==> src/rtl/hilo_muldiv_if.sv <==
// hilo_muldiv_if: operation request / HI-LO bus between the pipeline and the
// multiply-divide unit.
//   start, op, a, b     - operation request (op: 00 MULTU, 01 MULT, 10 DIVU, 11 DIV)
//   mthi, mtlo, wdata   - direct HI/LO writes (MTHI/MTLO)
//   hi, lo              - architectural HI/LO (MFHI/MFLO source)
//   busy, done          - stall request and completion pulse
interface hilo_muldiv_if;
  logic        start;
  logic [1:0]  op;
  logic [31:0] a;
  logic [31:0] b;
  logic        mthi;
  logic        mtlo;
  logic [31:0] wdata;
  logic [31:0] hi;
  logic [31:0] lo;
  logic        busy;
  logic        done;

  modport master (output start, op, a, b, mthi, mtlo, wdata,
                  input  hi, lo, busy, done);
  modport slave  (input  start, op, a, b, mthi, mtlo, wdata,
                  output hi, lo, busy, done);
endinterface

==> src/rtl/hilo_muldiv.sv <==
// hilo_muldiv: iterative 32x32 multiply / divide unit owning HI and LO.
//   clk  - clock, all state on rising edge
//   rst  - synchronous active-high reset (aborts any operation)
//   bus  - hilo_muldiv_if.slave: request, MTHI/MTLO, HI/LO, busy, done
// One operation takes 32 CALC cycles of shift-add (multiply) or restoring
// shift-subtract (divide) on operand magnitudes, then one FIX cycle that
// applies signs and writes HI/LO.
module hilo_muldiv (
  input  logic         clk,
  input  logic         rst,
  hilo_muldiv_if.slave bus
);

  typedef enum logic [1:0] {IDLE, CALC, FIX} state_e;

  state_e      state_q, state_d;
  logic [5:0]  cnt_q;
  logic [1:0]  op_q;
  logic [31:0] a_q;       // raw dividend, returned as HI on divide-by-zero
  logic [31:0] m_q;       // |a| for multiply, |b| for divide
  logic [63:0] w_q;       // mul: {acc, multiplier}; div: {rem, dividend/quotient}
  logic        neg_lo_q;  // negate product / quotient
  logic        neg_hi_q;  // negate remainder
  logic        bz_q;      // divisor was zero
  logic [31:0] hi_q, lo_q;
  logic        done_q;

  // request decode and operand magnitudes
  logic        accept;
  logic        a_neg, b_neg;
  logic [31:0] abs_a, abs_b;

  assign accept = (state_q == IDLE) && bus.start;
  assign a_neg  = bus.op[0] & bus.a[31];
  assign b_neg  = bus.op[0] & bus.b[31];
  assign abs_a  = a_neg ? -bus.a : bus.a;
  assign abs_b  = b_neg ? -bus.b : bus.b;

  // one iteration of each algorithm
  logic [32:0] mul_sum;
  logic [63:0] mul_w;
  logic [32:0] div_sh, div_diff;
  logic [63:0] div_w;

  always_comb begin
    mul_sum  = {1'b0, w_q[63:32]} + (w_q[0] ? {1'b0, m_q} : 33'd0);
    mul_w    = {mul_sum, w_q[31:1]};
    div_sh   = {w_q[63:32], w_q[31]};
    div_diff = div_sh - {1'b0, m_q};
    // borrow out means the trial subtraction failed: restore
    div_w    = div_diff[32] ? {div_sh[31:0],   w_q[30:0], 1'b0}
                            : {div_diff[31:0], w_q[30:0], 1'b1};
  end

  // sign correction; divide-by-zero bypasses it entirely
  logic [63:0] prod;
  logic [31:0] res_hi, res_lo;

  always_comb begin
    prod = neg_lo_q ? -w_q : w_q;
    if (!op_q[1]) begin
      res_hi = prod[63:32];
      res_lo = prod[31:0];
    end else if (bz_q) begin
      res_hi = a_q;
      res_lo = 32'hFFFF_FFFF;
    end else begin
      res_hi = neg_hi_q ? -w_q[63:32] : w_q[63:32];
      res_lo = neg_lo_q ? -w_q[31:0]  : w_q[31:0];
    end
  end

  // next-state
  always_comb begin
    state_d = state_q;
    case (state_q)
      IDLE:    if (bus.start)      state_d = CALC;
      CALC:    if (cnt_q == 6'd31) state_d = FIX;
      FIX:                         state_d = IDLE;
      default:                     state_d = IDLE;
    endcase
  end

  always_ff @(posedge clk) begin
    if (rst) begin
      state_q  <= IDLE;
      cnt_q    <= 6'd0;
      op_q     <= 2'd0;
      a_q      <= 32'd0;
      m_q      <= 32'd0;
      w_q      <= 64'd0;
      neg_lo_q <= 1'b0;
      neg_hi_q <= 1'b0;
      bz_q     <= 1'b0;
      hi_q     <= 32'd0;
      lo_q     <= 32'd0;
      done_q   <= 1'b0;
    end else begin
      state_q <= state_d;
      done_q  <= (state_q == FIX);
      case (state_q)
        IDLE: begin
          // MT writes land first; a coincident operation overwrites at FIX
          if (bus.mthi) hi_q <= bus.wdata;
          if (bus.mtlo) lo_q <= bus.wdata;
          if (accept) begin
            op_q     <= bus.op;
            a_q      <= bus.a;
            bz_q     <= (bus.b == 32'd0);
            cnt_q    <= 6'd0;
            neg_lo_q <= a_neg ^ b_neg;
            neg_hi_q <= bus.op[1] & a_neg;
            if (bus.op[1]) begin
              w_q <= {32'd0, abs_a};
              m_q <= abs_b;
            end else begin
              w_q <= {32'd0, abs_b};
              m_q <= abs_a;
            end
          end
        end
        CALC: begin
          w_q   <= op_q[1] ? div_w : mul_w;
          cnt_q <= cnt_q + 6'd1;
        end
        FIX: begin
          hi_q  <= res_hi;
          lo_q  <= res_lo;
          cnt_q <= 6'd0;
        end
        default: ;
      endcase
    end
  end

  assign bus.hi   = hi_q;
  assign bus.lo   = lo_q;
  assign bus.busy = (state_q != IDLE);
  assign bus.done = done_q;

endmodule
==> src/flat_wrapper.sv <==
// flat-port wrapper written by rule: the top's interface ports become plain ports
module hilo_muldiv_flat 
  (clk, rst, bus_start, bus_op, bus_a, bus_b, bus_mthi, bus_mtlo, bus_wdata, bus_hi, bus_lo, bus_busy, bus_done);
  hilo_muldiv_if bus_i ();
  input  logic clk;
  input  logic rst;
  input wire logic [$bits(bus_i.start)-1:0] bus_start;
  input wire logic [$bits(bus_i.op)-1:0] bus_op;
  input wire logic [$bits(bus_i.a)-1:0] bus_a;
  input wire logic [$bits(bus_i.b)-1:0] bus_b;
  input wire logic [$bits(bus_i.mthi)-1:0] bus_mthi;
  input wire logic [$bits(bus_i.mtlo)-1:0] bus_mtlo;
  input wire logic [$bits(bus_i.wdata)-1:0] bus_wdata;
  output wire logic [$bits(bus_i.hi)-1:0] bus_hi;
  output wire logic [$bits(bus_i.lo)-1:0] bus_lo;
  output wire logic [$bits(bus_i.busy)-1:0] bus_busy;
  output wire logic [$bits(bus_i.done)-1:0] bus_done;
  assign bus_i.start = bus_start;
  assign bus_i.op = bus_op;
  assign bus_i.a = bus_a;
  assign bus_i.b = bus_b;
  assign bus_i.mthi = bus_mthi;
  assign bus_i.mtlo = bus_mtlo;
  assign bus_i.wdata = bus_wdata;
  assign bus_hi = bus_i.hi;
  assign bus_lo = bus_i.lo;
  assign bus_busy = bus_i.busy;
  assign bus_done = bus_i.done;
  hilo_muldiv u_core (.clk(clk), .rst(rst), .bus(bus_i));
endmodule
==> config.mk <==
export PLATFORM = sky130hd
export DESIGN_NAME = hilo_muldiv_flat
export DESIGN_NICKNAME = d
export VERILOG_FILES = /design/src/rtl/hilo_muldiv_if.sv /design/src/rtl/hilo_muldiv.sv /design/src/flat_wrapper.sv
export SDC_FILE = /design/constraint.sdc
export NUM_CORES = 1
export LEC_CHECK = 0
export CORE_AREA = 2 2 255 257
export CTS_CLUSTER_SIZE = 28
export DETAILED_ROUTE_END_ITERATION = 16
export DIE_AREA = 0 0 257 259
export DONT_BUFFER_PORTS = 1
export PLACE_DENSITY = 0.37
export SETUP_SLACK_MARGIN = 0.1
export SYNTH_ARGS = -nofsm -noshare
export SYNTH_HDL_FRONTEND = slang
export SYNTH_SLANG_ARGS = --single-unit
==> constraint.sdc <==
create_clock -name clk -period 9.8 [get_ports clk]
set_input_delay 0 -clock clk [delete_from_list [all_inputs] [get_ports clk]]
set_output_delay 0 -clock clk [all_outputs]
set_load 0.1 [all_outputs]
==> results.sh, run 1 <==
export IMPL_finClkSkew_ns=0.0267
export IMPL_clk_latency_ns=0.58
export IMPL_leakagePower_nw=7.23
export IMPL_finish_utilization=0.309
export IMPL_cts_sinks=205
export IMPL_setup_ws_ns=5.48
export IMPL_p_switching_mw=1.10
export IMPL_grtUsageMet2=0.380
export IMPL_crit_path_start_kind="flop"
export IMPL_overflow=0
export IMPL_path_class="reg2reg"
export IMPL_switching_share=0.381
export IMPL_cts_buffers=27
export IMPL_die_height_um=259
export IMPL_hpwl_um=61800
export IMPL_fin_crit_ns=4.32
export IMPL_area_delta_synth_final_pct=15.8
export IMPL_routed_via_density=5.54
export IMPL_crit_family="compound AO/OA/AOI/OAI gates"
export IMPL_required_ns=10.20
export IMPL_layout_drive_gt1_share=0.0662
export IMPL_grt_pass1_wl_um=119000
export IMPL_max_stage_delay_ns=0.56
export IMPL_row_count=93
export IMPL_vias=17737
export IMPL_drv_slew=0
export IMPL_start_util=0.267
export IMPL_synth_most_common_cell="nand2_1"
export IMPL_ys_warn_count=0
export IMPL_drt_wirelength_per_cell_um=25.5
export IMPL_synth_nets=2507
export IMPL_place_congestion=0.906
export IMPL_ctsRootBufferMaster="clkbuf_16"
export IMPL_nets=2499
export IMPL_fill_cells=6985
export IMPL_seq_area_um2=4110
export IMPL_ant_nets=0
export IMPL_fin_crit_sh=0.441
export IMPL_final_setup_tns_ns=0
export IMPL_cpMostUsedCell="a21oi_1"
export IMPL_pre_cts_slack_ns=5.53
export IMPL_drc=0
export IMPL_min_path_type="in2reg"
export IMPL_syn_inst=2330
export IMPL_tightestPinTransition_ns=1.06
export IMPL_cts_resized=0
export IMPL_port_buffer_count=0
export IMPL_grt_pass1_vias=17140
export IMPL_finalWirelength_um=81600
export IMPL_hold_violations=0
export IMPL_core_um2=63900
export IMPL_setup_violations=0
export IMPL_path_cells="inv_1, fa_1, nand2b_1, a21oi_1, o21ai_1, a2111oi_0, a211o_1, xor2_4, buf_4, mux2_2, a21oi_1, a211oi_1"
export IMPL_p_int_mw=1.79
export IMPL_gr_usage_met1=0.326
export IMPL_io_pins=169
export IMPL_avgSynthCellArea_um2=7.31
export IMPL_crit_slowest_cell="dfxtp_1"
export IMPL_dieArea_um2=66600
export IMPL_end_kind="flop"
export IMPL_antenna_found_initial=3
export IMPL_pwr_share_seq=0.387
export IMPL_crit_fanout=30
export IMPL_synth_async_sr_flop_share=0
export IMPL_grt_usage=0.237
export IMPL_outcome="completed"
export IMPL_drt_iter0_drc=1316
export IMPL_worstPathBufferInverterCount=2
export IMPL_synth_ff_type="dfxtp_1"
export IMPL_grt_use_met3=0.0355
export IMPL_ir_drop_mv=0.126
export IMPL_relSlewSlack=0.292
export IMPL_synthTopCellsByCount="nand2_1 (294), nor2_1 (220), a21oi_1 (212)"
export IMPL_powerDensity_nw_per_um2=147
export IMPL_netlist_area_um2=17000
export IMPL_multi_input_area_um2=12000
export IMPL_die_w_um=257
export IMPL_synth_area_leaders="dfxtp_1 (24%), nand2_1 (6.5%), a21oi_1 (6.2%)"
export IMPL_ys_seq_area_frac=0.241
export IMPL_cts_tree="yes"
export IMPL_grt_busiest_layer="met2"
export IMPL_yosysTopAreaCellShare=0.241
export IMPL_synth_edf_count=0
export IMPL_synth_seq_cells=205
export IMPL_clkTransAtPathRegs_ns=0.06
export IMPL_cts_buffer_depth=3
export IMPL_yosysTopAreaCell="dfxtp_1"
export IMPL_grt_max_degree=181
export IMPL_h_tree_depth=1
export IMPL_p_comb_frac=0.248
export IMPL_drv_cap=0
export IMPL_max_freq_mhz=231
export IMPL_yosysUniqueCellTypes=86
export IMPL_firstDrtPassIters=5
export IMPL_power_share_clock=0.365
export IMPL_grt_setup_unrepaired="false"
export IMPL_critical_path_arrival_ns=4.72
## flip-flops by register name, indices dropped and copies added, names as in the netlist
name,cells
u_core.w_q,64
u_core.a_q,32
u_core.bus.hi,32
u_core.bus.lo,32
u_core.m_q,32
u_core.cnt_q,6
u_core.state_q,2
u_core.bus.done,1
u_core.bz_q,1
u_core.neg_hi_q,1
u_core.neg_lo_q,1
u_core.op_q,1
## tightest hold or removal path, cell delays in order
cell      delay [ns]
o21ai_0         0.13
a21oi_1         0.11
a211oi_1        0.23
nor3_1          0.07
## worst paths after layout
kind             startpoint             end  slack (ns)  depth (start not counted)
max          u_core.w_q[32]  u_core.w_q[36]        5.48                         12
min               bus_op[1]  u_core.w_q[14]        0.02                          4
max reg2reg  u_core.w_q[32]  u_core.w_q[36]        5.48                         12
min reg2reg  u_core.m_q[17]  u_core.m_q[17]        0.45                          2
## routing by layer
metal  wire length, um  up-vias  share of wire
li1                  -     8442              -
met3              4650      100          0.057
met1             37700     8649           0.46
met4              2570        2          0.032
met2             36700      544           0.45
met5                13        -        0.00016
## what timing repair did
item                       4_1_cts  5_1_grt
setup buffers                    0        0
setup endpoints to repair        0        0
hold buffers                   109        0
hold endpoints to repair       197        0
## cell usage in the layout, fill, tap and decap left out, types with 24 or more instances in the layout
cell / Yosys / layout
a211oi_1: 66 / 66
a21oi_1: 212 / 209
a31oi_1: 30 / 30
buf_4: 4 / 30
clkbuf_16: 0 / 28
dfxtp_1: 205 / 202
dlygate4sd3_1: 0 / 107
ha_1: 72 / 70
inv_1: 65 / 65
mux2_2: 30 / 30
mux2i_1: 57 / 57
nand2_1: 294 / 293
nand3_1: 54 / 54
nor2_1: 220 / 218
nor3_1: 66 / 66
o211ai_1: 24 / 24
o21ai_0: 117 / 117
o21ai_1: 25 / 24
o221ai_1: 43 / 43
o31ai_1: 39 / 39
or3_1: 26 / 26
xnor2_1: 109 / 109
xor2_1: 75 / 75
## logic make-up after synthesis
family / Yosys count / synth area share
AND/OR/NAND/NOR: 822 / 0.228
AO/OA/AOI/OAI: 713 / 0.270
buffers and inverters: 243 / 0.0567
flip-flops: 205 / 0.241
XOR/XNOR: 185 / 0.0956
multiplexers: 88 / 0.0540
adder cells (fa/ha/maj): 74 / 0.0553
## per-stage QoR
stage          instances  power (mW)  instance area, um^2  hold WS [ns]
2_1_floorplan       2330        1.56                17000         0.136
3_5_place_dp        3039        1.78                17700         0.109
4_1_cts             3198        2.91                19700      0.000796
5_1_grt             3198        3.01                19700        0.0386
6_report            3201        2.89                19700        0.0200
3_3_place_gp        3039        1.78                17700         0.119
## cell type report
type,count,area share
timing repair buffer,139,0.0681
tap,855,0.0542
multi-input combinational,1882,0.609
inverter,67,0.0128
antenna,3,0.000381
sequential,205,0.208
clock buffer,43,0.0404
clock inverter,7,0.00666
## power groups by stage
stage | registers [mW] | clock network, mW | logic [mW]
floorplan | 1.09 | 0 | 0.469
global placement | 1.13 | 0 | 0.645
detailed placement | 1.14 | 0 | 0.642
CTS | 1.12 | 1.08 | 0.712
global route | 1.13 | 1.11 | 0.774
finish | 1.12 | 1.06 | 0.717
Note: power is estimated with default switching activity, not from simulation.
==> run 2: changes to the inputs <==
--- a/config.mk
+++ b/config.mk
@@ -10,7 +10,7 @@
 export DETAILED_ROUTE_END_ITERATION = 16
 export DIE_AREA = 0 0 257 259
 export DONT_BUFFER_PORTS = 1
-export PLACE_DENSITY = 0.37
+export PLACE_DENSITY = 0.38
 export SETUP_SLACK_MARGIN = 0.1
 export SYNTH_ARGS = -nofsm -noshare
 export SYNTH_HDL_FRONTEND = slang
==> constraint.sdc (replaced) <==
create_clock -name clk -period 3.53 [get_ports clk]
set_input_delay 0 -clock clk [delete_from_list [all_inputs] [get_ports clk]]
set_output_delay 0 -clock clk [all_outputs]
set_load 0.1 [all_outputs]
==> results.sh, run 2 (synthesis gave the netlist of run 1 again) <==
export IMPL_rrSetupSlack_ns=0.29
export IMPL_ff2ff_path_depth=15
export IMPL_max_stage_delay_ns=0.47
export IMPL_p_switching_mw=3.11
export IMPL_largest_register="u_core.w_q"
export IMPL_io_pins=169
export IMPL_fin_cells=3320
export IMPL_clkTransAtPathRegs_ns=0.06
export IMPL_grt_usage=0.243
export IMPL_required_ns=3.96
export IMPL_grt_pass1_wl_um=122000
export IMPL_p_comb_frac=0.269
export IMPL_relSlewSlack=0.302
export IMPL_crit_path_start_kind="flop"
export IMPL_min_path_type="in2reg"
export IMPL_fin_crit_ns=3.24
export IMPL_setup_violations=0
export IMPL_grt_max_degree=181
export IMPL_antenna_found_initial=4
export IMPL_place_inst=3146
export IMPL_power_share_clock=0.360
export IMPL_port_buffer_count=0
export IMPL_dieArea_um2=66600
export IMPL_routed_via_density=5.57
export IMPL_firstDrtPassIters=5
export IMPL_grt_setup_unrepaired="false"
export IMPL_hold_violations=0
export IMPL_rr_endpoint="u_core.w_q[57]"
export IMPL_final_setup_tns_ns=0
export IMPL_pre_cts_slack_ns=0.0584
export IMPL_end_kind="flop"
export IMPL_setup_ws_ns=0.293
export IMPL_drt_wirelength_per_cell_um=25.3
export IMPL_clk_latency_ns=0.59
export IMPL_grt_pass1_vias=17525
export IMPL_path_class="reg2reg"
export IMPL_r2r_start="u_core.w_q[0]"
export IMPL_vias=18481
export IMPL_crit_slowest_cell="or3_1"
export IMPL_cts_sinks=205
export IMPL_drv_slew=0
export IMPL_powerDensity_nw_per_um2=397
export IMPL_fin_crit_sh=0.917
export IMPL_ctsRootBufferMaster="clkbuf_16"
export IMPL_final_cell_mix="nand2_1 (293), nor2_1 (220), a21oi_1 (208)"
export IMPL_path_cells="inv_1, buf_12, nor2_1, ha_1, nor2b_1, o31ai_1, buf_4, a21oi_1, buf_4, nor2_1, nor4_1, or3_1, a41oi_1, xor2_1, o211ai_1"
export IMPL_p_int_mw=5.10
export IMPL_leakagePower_nw=7.86
export IMPL_layout_commonest_cell="nand2_1"
export IMPL_overflow=0
export IMPL_power_mw=8.21
export IMPL_ir_drop_mv=0.316
export IMPL_cts_buffer_depth=3
export IMPL_pwr_share_seq=0.371
export IMPL_h_tree_depth=1
export IMPL_crit_fanout=13
export IMPL_critical_path_arrival_ns=3.67
export IMPL_die_height_um=259
export IMPL_cp_startpoint="u_core.w_q[0]"
export IMPL_tightestPinTransition_ns=1.05
export IMPL_switching_share=0.379
export IMPL_cts_buffers=28
export IMPL_core_um2=63900
export IMPL_area_delta_synth_final_pct=21.6
export IMPL_drt_iter0_drc=1627
export IMPL_largest_register_ff_count=64
export IMPL_max_freq_mhz=309
export IMPL_drc=0
export IMPL_endpoint="u_core.w_q[57]"
export IMPL_finalWirelength_um=83900
export IMPL_start_util=0.267
export IMPL_outcome="completed"
export IMPL_hpwl_um=64900
export IMPL_drv_cap=0
export IMPL_min_from="bus_a[10]"
export IMPL_cts_tree="yes"
export IMPL_ant_nets=0
export IMPL_layout_drive_gt1_share=0.109
export IMPL_place_congestion=0.924
export IMPL_die_w_um=257
export IMPL_nets=2619
export IMPL_finClkSkew_ns=0.0231
export IMPL_row_count=93
==> run 2: cell count changes in the layout (fill, tap and decap cells not counted), moves of 2 or more <==
cell,delta
buf_4,+106
clkbuf_1,-2
buf_12,+3
nor2_1,+2
clkinv_2,+4
dlygate4sd3_1,+9
==> run 2: worst max-delay path: cells and delay by family, from the launching register on <==
kind / cells / cell delay, ns
xor+xnor: 1 / 0.17
buf+inv: 4 / 0.59
simple gates: 5 / 1.10
compound gates: 4 / 0.62
flops: 1 / 0.36
fa+ha+maj: 1 / 0.27
==> run 2: layer usage <==
metal | track usage | part of all wire
met1 | 0.339 | 0.46
met2 | 0.394 | 0.45
met3 | 0.0292 | 0.056
met4 | 0.0652 | 0.027
met5 | 0 | 0
==> run 2: area by class of cell <==
type	instances	area (um^2)
repair buffers	258	2300
flip-flops and latches	205	4110
well taps	855	1070
diodes	2	5.00
clock buffers	42	803
clock inverters	9	145
multi-input cells	1882	12000
inverters	67	251
fillers	6915	43200
==> run 2: power groups by stage <==
stage               Combinational, mW  Sequential (mW)  Clock [mW]
finish                           2.21             3.04        2.96
detailed placement               1.96             3.09           0
global placement                 1.96             3.09           0
CTS                              2.19             3.04        3.02
global route                     2.38             3.06        3.12
floorplan                        1.30             3.03           0
==> run 2: worst min path at each step <==
stage               slack (ns)  cells past startpoint              to
global route              0.05                      4  u_core.w_q[11]
floorplan                 0.14                      2   u_core.a_q[4]
detailed placement        0.11                      1  u_core.m_q[15]
global placement          0.10                      1  u_core.a_q[12]
CTS                      0.004                      5  u_core.m_q[10]
finish                    0.03                      5  u_core.m_q[10]
==> run 2: timing repair <==
action,CTS,global route
setup buffers,2,1
endpoints found under the hold margin,189,0
cloned,0,0
gates resized for setup,1,5
pin swaps,0,1
setup endpoints to repair,18,28
hold buffers,118,0
==> run 2: through the flow <==
step	hold slack (ns)	instance area, um^2	util
finish	0.0344	20700	0.324
global route	0.0515	20700	0.324
CTS	0.00376	20700	0.324
detailed placement	0.113	18500	0.289
global placement	0.104	18500	0.289
floorplan	0.136	17000	-
==> run 3: changes to the inputs <==
--- a/config.mk
+++ b/config.mk
@@ -11,6 +11,7 @@
 export DIE_AREA = 0 0 257 259
 export DONT_BUFFER_PORTS = 1
 export PLACE_DENSITY = 0.38
+export RECOVER_POWER = 50
 export SETUP_SLACK_MARGIN = 0.1
 export SYNTH_ARGS = -nofsm -noshare
 export SYNTH_HDL_FRONTEND = slang
==> results.sh, run 3 (synthesis gave the netlist of run 1 again) <==
export IMPL_outcome="completed"
export IMPL_area_delta_synth_final_pct=21.3
export IMPL_setup_ws_ns=0.203
export IMPL_dieArea_um2=66600
export IMPL_crit_fanout=12
export IMPL_path_cells="inv_1, ha_1, buf_4, and2_0, a21oi_4, buf_4, a21oi_1, o221ai_1, o21ai_1, nor2_1, dlygate4sd3_1"
export IMPL_cts_buffers=28
export IMPL_min_from="bus_a[5]"
export IMPL_critical_path_arrival_ns=3.81
export IMPL_layout_commonest_cell="nand2_1"
export IMPL_cts_buffer_depth=3
export IMPL_hold_violations=0
export IMPL_fill_cells=6931
export IMPL_ant_nets=0
export IMPL_io_pins=169
export IMPL_setup_violations=0
export IMPL_finClkSkew_ns=0.0236
export IMPL_min_path_type="in2reg"
export IMPL_vias=18459
export IMPL_pre_cts_slack_ns=0.0584
export IMPL_drt_iter0_drc=1654
export IMPL_power_mw=8.20
export IMPL_cts_tree="yes"
export IMPL_worstPathBufferInverterCount=4
export IMPL_finish_utilization=0.323
export IMPL_grt_max_degree=181
export IMPL_clkTransAtPathRegs_ns=0.06
export IMPL_required_ns=4.01
export IMPL_crit_family="buffers and inverters"
export IMPL_powerDensity_nw_per_um2=397
export IMPL_layout_drive_gt1_share=0.104
export IMPL_grt_pass1_vias=17525
export IMPL_rr_endpoint="u_core.w_q[24]"
export IMPL_cts_sinks=205
export IMPL_path_class="reg2reg"
export IMPL_fin_crit_ns=3.33
export IMPL_place_congestion=0.924
export IMPL_max_freq_mhz=301
export IMPL_fin_crit_sh=0.943
export IMPL_diodes=0
export IMPL_finalHoldWorstSlack_ns=0.0410
export IMPL_final_cell_mix="nand2_1 (294), nor2_1 (220), a21oi_1 (209)"
export IMPL_crit_slowest_cell="and2_0"
export IMPL_core_um2=63900
export IMPL_grt_pass1_wl_um=122000
export IMPL_fin_cells=3318
export IMPL_tightestPinTransition_ns=1.43
export IMPL_largest_register_ff_count=64
export IMPL_hpwl_um=64900
export IMPL_ctsRootBufferMaster="clkbuf_16"
export IMPL_h_tree_depth=1
export IMPL_port_buffer_count=0
export IMPL_design_area_um2=20600
export IMPL_grt_usage=0.243
export IMPL_dpl_cell_area_um2=18500
export IMPL_routed_via_density=5.56
export IMPL_drv_slew=0
export IMPL_ir_drop_mv=0.316
export IMPL_relSlewSlack=0.0461
export IMPL_drt_wirelength_per_cell_um=25.3
export IMPL_die_w_um=257
export IMPL_place_inst=3146
export IMPL_drv_cap=0
export IMPL_leakagePower_nw=7.83
export IMPL_die_height_um=259
export IMPL_cpMostUsedCell="buf_4"
export IMPL_drc=0
export IMPL_firstDrtPassIters=5
export IMPL_hold_path_endpoint="u_core.w_q[5]"
export IMPL_row_count=93
export IMPL_final_setup_tns_ns=0
export IMPL_max_stage_delay_ns=0.69
export IMPL_crit_path_start_kind="flop"
export IMPL_r2r_start="u_core.state_q[0]"
export IMPL_end_kind="flop"
export IMPL_rrSetupSlack_ns=0.20
export IMPL_clk_latency_ns=0.59
export IMPL_largest_register="u_core.w_q"
export IMPL_finalWirelength_um=83900
export IMPL_hold_depth=4
export IMPL_start_util=0.267
export IMPL_ff2ff_path_depth=11
export IMPL_nets=2619
export IMPL_overflow=0
export IMPL_grt_setup_unrepaired="false"
export IMPL_antenna_found_initial=4
[run 3: cell types whose count changed in the layout (fill, tap and decap cells not counted), sizes merged]
cell,delta
buf,-7
clkbuf,+7
diode,-2
[run 3: worst max-delay path by stage]
stage	from	endpoint	slack [ns]	cells past startpoint
floorplan	u_core.w_q[32]	u_core.w_q[40]	0.36	13
global placement	u_core.w_q[31]	u_core.w_q[35]	0.08	13
detailed placement	u_core.w_q[31]	u_core.w_q[59]	0.06	12
CTS	u_core.w_q[31]	u_core.w_q[58]	0.21	14
global route	u_core.state_q[1]	u_core.bus.lo[9]	0.05	9
finish	u_core.state_q[0]	u_core.w_q[24]	0.20	11
[run 3: cell type report]
class                      instances  area (um^2)  share of cell area
multi-input combinational       1882        12000               0.581
sequential                       205         4110               0.199
timing repair buffer             258         2280               0.110
tap                              855         1070              0.0518
clock buffer                      42          803              0.0389
inverter                          67          251              0.0122
clock inverter                     9          145             0.00703
[run 3: routing by layer]
metal	part of all wire	routed length [um]	global-route usage
met1	0.47	39200	0.339
met2	0.45	38200	0.394
met3	0.051	4320	0.0292
met4	0.027	2230	0.0652
met5	0	0	0
[run 3: worst min-delay path: cells and delay by family]
kind	cells	cell delay, ns
simple gates	2	0.25
xor+xnor	1	0.16
compound gates	1	0.15
[run 3: report_power, final]
group | internal (mW) | switching (mW)
sequential | 2.48 | 0.561
clock | 1.79 | 1.17
combinational | 0.821 | 1.38
[run 3: timing repair]
item                                   in CTS  in global routing
endpoints found under the hold margin     189                  0
hold buffers                              118                  0
pin swaps                                   0                  1
buffers inserted                            2                  1
setup endpoints to repair                  18                 28
gates resized for setup                     1                  5
